**config.mk**
```make
export PLATFORM = sky130hd
export DESIGN_NAME = c2f_chunk_buffer_flat
export DESIGN_NICKNAME = d
export VERILOG_FILES = /design/src/rtl/c2f_chunk_buffer_if.sv /design/src/rtl/c2f_chunk_buffer.sv /design/src/flat_wrapper.sv
export SDC_FILE = /design/constraint.sdc
export NUM_CORES = 2
export LEC_CHECK = 0
export CAP_MARGIN = 20
export CORE_MARGIN = 10
export CORE_UTILIZATION = 25
export DETAILED_ROUTE_END_ITERATION = 10
export GPL_TIMING_DRIVEN = 0
export SETUP_SLACK_MARGIN = 0.05
export SLEW_MARGIN = 20
export SYNTH_ARGS = -nofsm -noshare
export SYNTH_HDL_FRONTEND = slang
export SYNTH_SLANG_ARGS = --single-unit
```
**constraint.sdc**
```tcl
create_clock -name sysClk_in -period 6.8 [get_ports sysClk_in]
set_input_delay 1.36 -clock sysClk_in [delete_from_list [all_inputs] [get_ports sysClk_in]]
set_output_delay 1.36 -clock sysClk_in [all_outputs]
set_load 0.02 [all_outputs]
```
**src/rtl/c2f_chunk_buffer_if.sv**
```systemverilog
// Bus bundle between the C2F chunk buffer, the TLP receiver (writes/doorbell)
// and the checksum consumer (reads/ack).
interface c2f_chunk_buffer_if #(
  parameter int unsigned NUM_CHUNKS   = 4,
  parameter int unsigned CHUNK_QWORDS = 16
);
  localparam int unsigned IDX_W = $clog2(NUM_CHUNKS);
  localparam int unsigned OFF_W = $clog2(CHUNK_QWORDS);

  logic             wrValid_in;
  logic [IDX_W-1:0] wrChunk_in;
  logic [OFF_W-1:0] wrOffset_in;
  logic [63:0]      wrData_in;
  logic             dbValid_in;
  logic [IDX_W-1:0] wrIndex_out;
  logic [IDX_W-1:0] rdIndex_out;
  logic             dtAck_in;
  logic [OFF_W-1:0] rdOffset_in;
  logic [63:0]      rdData_out;
  logic             ovfErr_out;
  logic             udfErr_out;
  logic             wrErr_out;
  logic             fillErr_out;

  modport master (
    output wrValid_in, wrChunk_in, wrOffset_in, wrData_in, dbValid_in,
    output dtAck_in, rdOffset_in,
    input  wrIndex_out, rdIndex_out, rdData_out,
    input  ovfErr_out, udfErr_out, wrErr_out, fillErr_out
  );

  modport slave (
    input  wrValid_in, wrChunk_in, wrOffset_in, wrData_in, dbValid_in,
    input  dtAck_in, rdOffset_in,
    output wrIndex_out, rdIndex_out, rdData_out,
    output ovfErr_out, udfErr_out, wrErr_out, fillErr_out
  );
endinterface

```
**src/rtl/c2f_chunk_buffer.sv**
```systemverilog
// CPU-to-FPGA chunk ring buffer feeding the C2F checksum consumer.
// Optional per-chunk completeness check on doorbell: define C2F_FILL_CHECK_EN.
module c2f_chunk_buffer #(
  parameter int unsigned NUM_CHUNKS   = 4,
  parameter int unsigned CHUNK_QWORDS = 16
) (
  input  logic              sysClk_in,
  input  logic              sysRst_in,
  c2f_chunk_buffer_if.slave bus
);
  localparam int unsigned IDX_W = $clog2(NUM_CHUNKS);
  localparam int unsigned OFF_W = $clog2(CHUNK_QWORDS);
  localparam int unsigned DEPTH = NUM_CHUNKS * CHUNK_QWORDS;

  logic [IDX_W-1:0] wrIndex;
  logic [IDX_W-1:0] rdIndex;
  logic [IDX_W-1:0] occ;
  logic [IDX_W-1:0] wrRel;
  logic             empty;
  logic             full;
  logic             ackOk;
  logic             wrOk;
  logic             dbRoom;
  logic             dbOk;
  logic             fillOk;
  logic             ovfErr;
  logic             udfErr;
  logic             wrErr;
  logic             fillErr;
  logic [63:0]      rdData;
  logic [63:0]      mem [DEPTH];

  // Ring bookkeeping; a chunk is consumer-owned when it lies in [rdIndex, wrIndex)
  always_comb begin
    occ    = wrIndex - rdIndex;
    wrRel  = bus.wrChunk_in - rdIndex;
    empty  = (occ == '0);
    full   = (occ == IDX_W'(NUM_CHUNKS - 1));
    ackOk  = bus.dtAck_in && !empty;
    wrOk   = bus.wrValid_in && (wrRel >= occ);
    dbRoom = !full || ackOk;
    dbOk   = bus.dbValid_in && dbRoom && fillOk;
  end

  always_ff @(posedge sysClk_in or posedge sysRst_in) begin
    if (sysRst_in) begin
      wrIndex <= '0;
      rdIndex <= '0;
      ovfErr  <= 1'b0;
      udfErr  <= 1'b0;
      wrErr   <= 1'b0;
      rdData  <= '0;
    end else begin
      if (ackOk)                         rdIndex <= rdIndex + IDX_W'(1);
      if (dbOk)                          wrIndex <= wrIndex + IDX_W'(1);
      if (bus.dbValid_in && !dbRoom)     ovfErr  <= 1'b1;
      if (bus.dtAck_in && empty)         udfErr  <= 1'b1;
      if (bus.wrValid_in && !wrOk)       wrErr   <= 1'b1;
      rdData <= mem[{rdIndex, bus.rdOffset_in}];
    end
  end

  // Chunk RAM, intentionally not reset
  always_ff @(posedge sysClk_in) begin
    if (wrOk) mem[{bus.wrChunk_in, bus.wrOffset_in}] <= bus.wrData_in;
  end

`ifdef C2F_FILL_CHECK_EN
  logic [CHUNK_QWORDS-1:0] fillMap [NUM_CHUNKS];

  assign fillOk = &fillMap[wrIndex];

  // Per-chunk written-QW bitmap; cleared when the chunk is handed to the consumer
  always_ff @(posedge sysClk_in or posedge sysRst_in) begin
    if (sysRst_in) begin
      for (int i = 0; i < NUM_CHUNKS; i++) fillMap[i] <= '0;
      fillErr <= 1'b0;
    end else begin
      if (dbOk) fillMap[wrIndex] <= '0;
      if (wrOk) fillMap[bus.wrChunk_in][bus.wrOffset_in] <= 1'b1;
      if (bus.dbValid_in && dbRoom && !fillOk) fillErr <= 1'b1;
    end
  end
`else
  assign fillOk  = 1'b1;
  assign fillErr = 1'b0;
`endif

  assign bus.wrIndex_out = wrIndex;
  assign bus.rdIndex_out = rdIndex;
  assign bus.rdData_out  = rdData;
  assign bus.ovfErr_out  = ovfErr;
  assign bus.udfErr_out  = udfErr;
  assign bus.wrErr_out   = wrErr;
  assign bus.fillErr_out = fillErr;
endmodule

```
**src/flat_wrapper.sv**
```systemverilog
// flat-port wrapper written by rule: the top's interface ports become plain ports
module c2f_chunk_buffer_flat 
#(
  parameter int unsigned NUM_CHUNKS   = 4,
  parameter int unsigned CHUNK_QWORDS = 16
)
  (sysClk_in, sysRst_in, bus_wrValid_in, bus_wrChunk_in, bus_wrOffset_in, bus_wrData_in, bus_dbValid_in, bus_dtAck_in, bus_rdOffset_in, bus_wrIndex_out, bus_rdIndex_out, bus_rdData_out, bus_ovfErr_out, bus_udfErr_out, bus_wrErr_out, bus_fillErr_out);
  c2f_chunk_buffer_if #(.NUM_CHUNKS(NUM_CHUNKS), .CHUNK_QWORDS(CHUNK_QWORDS)) bus_i ();
  input  logic sysClk_in;
  input  logic sysRst_in;
  input wire logic [$bits(bus_i.wrValid_in)-1:0] bus_wrValid_in;
  input wire logic [$bits(bus_i.wrChunk_in)-1:0] bus_wrChunk_in;
  input wire logic [$bits(bus_i.wrOffset_in)-1:0] bus_wrOffset_in;
  input wire logic [$bits(bus_i.wrData_in)-1:0] bus_wrData_in;
  input wire logic [$bits(bus_i.dbValid_in)-1:0] bus_dbValid_in;
  input wire logic [$bits(bus_i.dtAck_in)-1:0] bus_dtAck_in;
  input wire logic [$bits(bus_i.rdOffset_in)-1:0] bus_rdOffset_in;
  output wire logic [$bits(bus_i.wrIndex_out)-1:0] bus_wrIndex_out;
  output wire logic [$bits(bus_i.rdIndex_out)-1:0] bus_rdIndex_out;
  output wire logic [$bits(bus_i.rdData_out)-1:0] bus_rdData_out;
  output wire logic [$bits(bus_i.ovfErr_out)-1:0] bus_ovfErr_out;
  output wire logic [$bits(bus_i.udfErr_out)-1:0] bus_udfErr_out;
  output wire logic [$bits(bus_i.wrErr_out)-1:0] bus_wrErr_out;
  output wire logic [$bits(bus_i.fillErr_out)-1:0] bus_fillErr_out;
  assign bus_i.wrValid_in = bus_wrValid_in;
  assign bus_i.wrChunk_in = bus_wrChunk_in;
  assign bus_i.wrOffset_in = bus_wrOffset_in;
  assign bus_i.wrData_in = bus_wrData_in;
  assign bus_i.dbValid_in = bus_dbValid_in;
  assign bus_i.dtAck_in = bus_dtAck_in;
  assign bus_i.rdOffset_in = bus_rdOffset_in;
  assign bus_wrIndex_out = bus_i.wrIndex_out;
  assign bus_rdIndex_out = bus_i.rdIndex_out;
  assign bus_rdData_out = bus_i.rdData_out;
  assign bus_ovfErr_out = bus_i.ovfErr_out;
  assign bus_udfErr_out = bus_i.udfErr_out;
  assign bus_wrErr_out = bus_i.wrErr_out;
  assign bus_fillErr_out = bus_i.fillErr_out;
  c2f_chunk_buffer #(.NUM_CHUNKS(NUM_CHUNKS), .CHUNK_QWORDS(CHUNK_QWORDS)) u_core (.sysClk_in(sysClk_in), .sysRst_in(sysRst_in), .bus(bus_i));
endmodule
```
**Word-level counts from Yosys, hierarchy flattened**

Memories as Yosys holds them, arrays and structs flattened. A register that Yosys moved wholly into a read port is not among the register bits.
Index checks and enable logic that the tools add are counted.

- Word-level logic and storage cells: 26
- Memories kept: 1
- Bits in writable memories: 4096
- Bits of input ports: 79
- Register bits after elaboration: 7

Memory list:

| name | depth | width | rd ports | clocked after memory_dff | wr ports | RTL line | text |
|---|---|---|---|---|---|---|---|
| u_core.mem | 64 | 64 | 1 | 1 | 1 | c2f_chunk_buffer.sv:31 | `logic [63:0] mem [DEPTH];` |

- Order comparisons: 1
- Eq/ne operators: 1
- Add/subtract/negate cells: 4
- Reductions and logical operators: 12
- Mux-type cells: 2

Operators with widths:

| kind | number |
|---|---|
| logical AND 1 bit | 6 |
| adder 2 x 1 -> 2 bit, second input constant | 2 |
| logical NOT 1 bit | 4 |
| subtractor 2 bit | 2 |
| equality test 2 bit, second input constant | 1 |
| >= comparator 2 bit | 1 |
| logical NOT 2 bit | 1 |
| two-way mux 1 bit | 2 |
| logical OR 1 bit | 1 |

**Longest topological paths before layout**

- Depth after elaboration: 7
- Depth in mapped cells: 10
- Mapped depth without buffers: 9

**Worst setup path after synthesis**

No wires, ideal clock.

- Kind: input-to-reg
- Start point: in bus_wrChunk_in[0]
- End point: mem u_core.mem[47][0], enable pin
- Setup time: 0.487 ns
- Path slack: 0.627 ns
- Required time: 6.313 ns
- Stages on the path: 9
- Data arrival time: 5.686 ns
- Path through: inv_1 ha_1 ha_1 nor2b_1 maj3_2 nor2b_1 buf_6 nand4_4 nor2_1

- Cells in the longest elaborated chain, start to end: 5

Ends and longest elaborated chain:

| element | RTL line | text |
|---|---|---|
| start: declaration | flat_wrapper.sv:12 | `input wire logic [$bits(bus_i.wrChunk_in)-1:0] bus_wrChunk_in;` |
| subtractor 2 bit | c2f_chunk_buffer.sv:36 | `wrRel = bus.wrChunk_in - rdIndex;` |
| >= comparator 2 bit | c2f_chunk_buffer.sv:40 | `wrOk = bus.wrValid_in && (wrRel >= occ);` |
| logical AND 1 bit | c2f_chunk_buffer.sv:40 |  |
| two-way mux 1 bit | c2f_chunk_buffer.sv:65 | `if (wrOk) mem[{bus.wrChunk_in, bus.wrOffset_in}] <= bus.wrData_in;` |
| two-way mux 1 bit (implied by the code) | c2f_chunk_buffer.sv:65 |  |
| end: declaration | c2f_chunk_buffer.sv:31 |  |

Several ways; a longest one is shown, not always the timed one.

**Final worst setup path**

- Start point: in bus_wrChunk_in[0]
- End point: mem u_core.mem[37][30], enable pin

Same word-level chain as after synthesis.

==> results.yml <==
critical_path:
  crit_start: "bus_wrChunk_in[0]"
  cpLargestDelayFamily: "buffers and inverters"
  worstPathRequired_ns: 7.50
  worst-endpoint-arrival_ns: 6.46
  slowest_stage: "nor2_4"
  reg2reg_depth: 9
  critPathKind: "in -> reg"
  path_buf_inv: 6
  r2r-end: "u_core.mem[37][30]"
  worstSetupEndpointType: "register"
  crit_path_max_incr_delay_ns: 0.76
  r2r_slack_ns: 1.74
  worstPathCellList: "clkdlybuf4s50_1, inv_1, ha_1, ha_1, nor2b_1, maj3_2, nor2b_1, buf_6, nand4_4, nor2_4, buf_12, buf_16, buf_12"
  r2r-start: "u_core.bus.rdIndex_out[1]"
  cp_max_fo: 21
  cp-start-kind: "input port"
clock_tree:
  clkTransAtPathRegs_ns: 0.07
  cts_resized: 0
  numClockSinks: 4167
  cts-root-buf: "clkbuf_16"
  ctsHoldBuffers: 0
  cts-htree-levels: 5
  cts_tree: "built"
  cts-buffers-inserted: 412
  post_cts_buffers: 0
  clockBufferDepth: 4
  clock_latency_ns: 1.04
route:
  wl_met1_um: 179000
  postRouteAntennaNets: 0
  drtPass1Iterations: 7
  routed_via_density: 4.87
  wire_per_inst_um: 29.6
  wl_met3_um: 57200
  remaining_drc_errors: 0
  via_count: 80000
  routed_wl_um: 486000
  wl_met2_um: 230000
  top_layer: "met5"
  drt_iter0_markers: 12500
floorplanning:
  die-area_um2: 662000
  die_width_um: 814
  coreArea_um2: 628000
  rows: 291
  floorplan.initialDensity: 0.251
  io_pins: 151
  die_y_um: 814
synthesis:
  synth_top_cells_by_count: "4096 x edfxtp_1, 1024 x mux4_2, 185 x nand2_1"
  synth_seq_cells: 4167
  synth_area_um2: 157000
  yosysMostFrequentCell: "edfxtp_1"
  ys_top_cells_by_area: "edfxtp_1 78%, mux4_2 15%, dfrtp_1 1.1%"
  async_reset_ff_frac: 0.0170
  synth_top_area_cell: "edfxtp_1"
  syn-mean-instance-area_um2: 23.1
  netlist_instances: 6815
  synth_cell_type_count: 46
  synth_warnings: 0
  synth-seq-area-share: 0.793
  syn_nets: 6897
  synth_edf_count: 4096
  yosys.area.top_type_share: 0.781
  synth_ff_type: "edfxtp_1"
layout:
  fin_nets: 7762
  drive_gt1_frac: 0.292
  seq_area_um2: 125000
  syn_to_final_growth_pct: 20.6
  final_area_um2: 190000
  n_fill_cell: 59700
  multi_input_area_um2: 31200
min_path:
  holdPathEnd: "u_core.bus.wrErr_out"
  min-delay-start: "u_core.bus.wrErr_out"
  holdPathStages: 1
  hp-class: "reg -> reg"
sta:
  hold-worst-slack_ns: 0.463
  rsz0062_at_grt: "no"
  period_share: 0.847
  setup_viol: 0
  maxSlewViolCount: 0
  fmax_mhz: 174
  hold_violations: 0
  layout_min_cycle_time_ns: 5.76
  setup_tns_ns: 0
  tightest_slew_ns: 1.23
  fin_skew_ns: 0.0974
  setup_ws_ns: 1.04
  relSlewSlack: 0.183
grt:
  grt_usage: 0.141
  grt_pass1_wl_um: 661000
  grt_max_degree: 65
  antenna_found_initial: 106
  grt_pass1_vias: 79600
  grt_overflow: 0
pwr:
  vdd_ir_drop_max_uv: 260
  power_density_nw_per_um2: 308
  leakage_nw: 58.0
placed_design:
  placed_cell_area_um2: 176000
  dp_slack_ns: 0.100
  dpl.hpwl_um: 339000
  place_congestion: 0.833
  io_buffers: 141
run_status:
  outcome: "completed"
job:
  maxCapViolCount: 0
## worst max path at each step
stage,to,slack (ns),cells after the start
3_3_place_gp,u_core.mem[49][20],-5.61,10
5_1_grt,u_core.mem[37][30],0.88,13
3_5_place_dp,u_core.mem[37][16],0.10,13
2_1_floorplan,u_core.mem[47][0],0.63,9
6_report,u_core.mem[37][30],1.04,13
4_1_cts,u_core.mem[37][30],1.17,13
## logic make-up (layout without fill, tap and decap cells)
kind of cell,Yosys count,in the layout,share of synthesized area
flip-flops,4167,4167,0.793
multiplexers,1157,1157,0.155
AND/OR/NAND/NOR,682,682,0.0216
buffers and inverters,414,1624,0.0124
AO/OA/AOI/OAI,382,382,0.0174
XOR/XNOR,8,8,0.000628
adder cells (fa/ha/maj),4,4,0.000310
other,1,55,0.0000238
## cell type report
class                   count  area share
diodes                     54    0.000712
plain buffers             388     0.00994
clock buffers             511      0.0570
clock inverters           248      0.0137
inverters                  26    0.000554
multi-input cells        2234       0.164
flip-flops and latches   4167       0.657
well taps                8350      0.0550
repair buffers            451      0.0414
## stage by stage
step,util,total power [mW],cells
after detailed placement,0.281,36.4,15600
after global routing,0.302,60.1,16400
after global placement,0.270,36.1,15300
after CTS,0.302,58.8,16400
after floorplan,-,31.9,6815
final,0.302,58.5,16400
## flip-flops by register name (all words and copies together), names as in the netlist
register	cells
u_core.bus.ovfErr_out	1
u_core.bus.rdData_out	64
u_core.bus.rdIndex_out	2
u_core.bus.udfErr_out	1
u_core.bus.wrErr_out	1
u_core.bus.wrIndex_out	2
u_core.mem	4096
## layout by cell type, fill, tap and decap left out, types with 19 or more instances in the layout
master           instances
buf_12                 209
mux2i_1                132
a2bb2oi_1               20
nand2_1                185
buf_16                  85
o21ai_0                 23
a31oi_1                 20
buf_4                   89
nand3_1                175
and3_1                  20
nand4_1                 84
clkinv_1                84
clkbuf_16              416
o221ai_1                39
clkbuf_2                21
buf_1                   24
or2_2                   26
clkdlybuf4s50_1         77
edfxtp_1              4096
clkbuf_1               211
diode_2                 54
nor2b_1                 26
clkinv_2                79
bufinv_16               31
a22oi_1                128
mux4_2                1024
nor2_1                  50
nor2_4                  65
buf_2                  200
inv_1                   25
dfrtp_1                 71
a211oi_1                19
or3_1                   28
clkinv_16               20
o22ai_1                 84
a41oi_1                 20
## where the power goes
part | internal (mW) | switching (mW)
logic | 1.92 | 4.91
registers | 28.7 | 0.215
clock network | 12.6 | 10.1
## routing by layer
| metal | track usage | vias up |
|---|---|---|
| li1 | - | 31000 |
| met1 | 0.180 | 42900 |
| met2 | 0.229 | 5090 |
| met3 | 0.0416 | 924 |
| met4 | 0.0507 | 40 |
| met5 | 0 | - |
No activity file was read; power rests on OpenSTA's default activity.
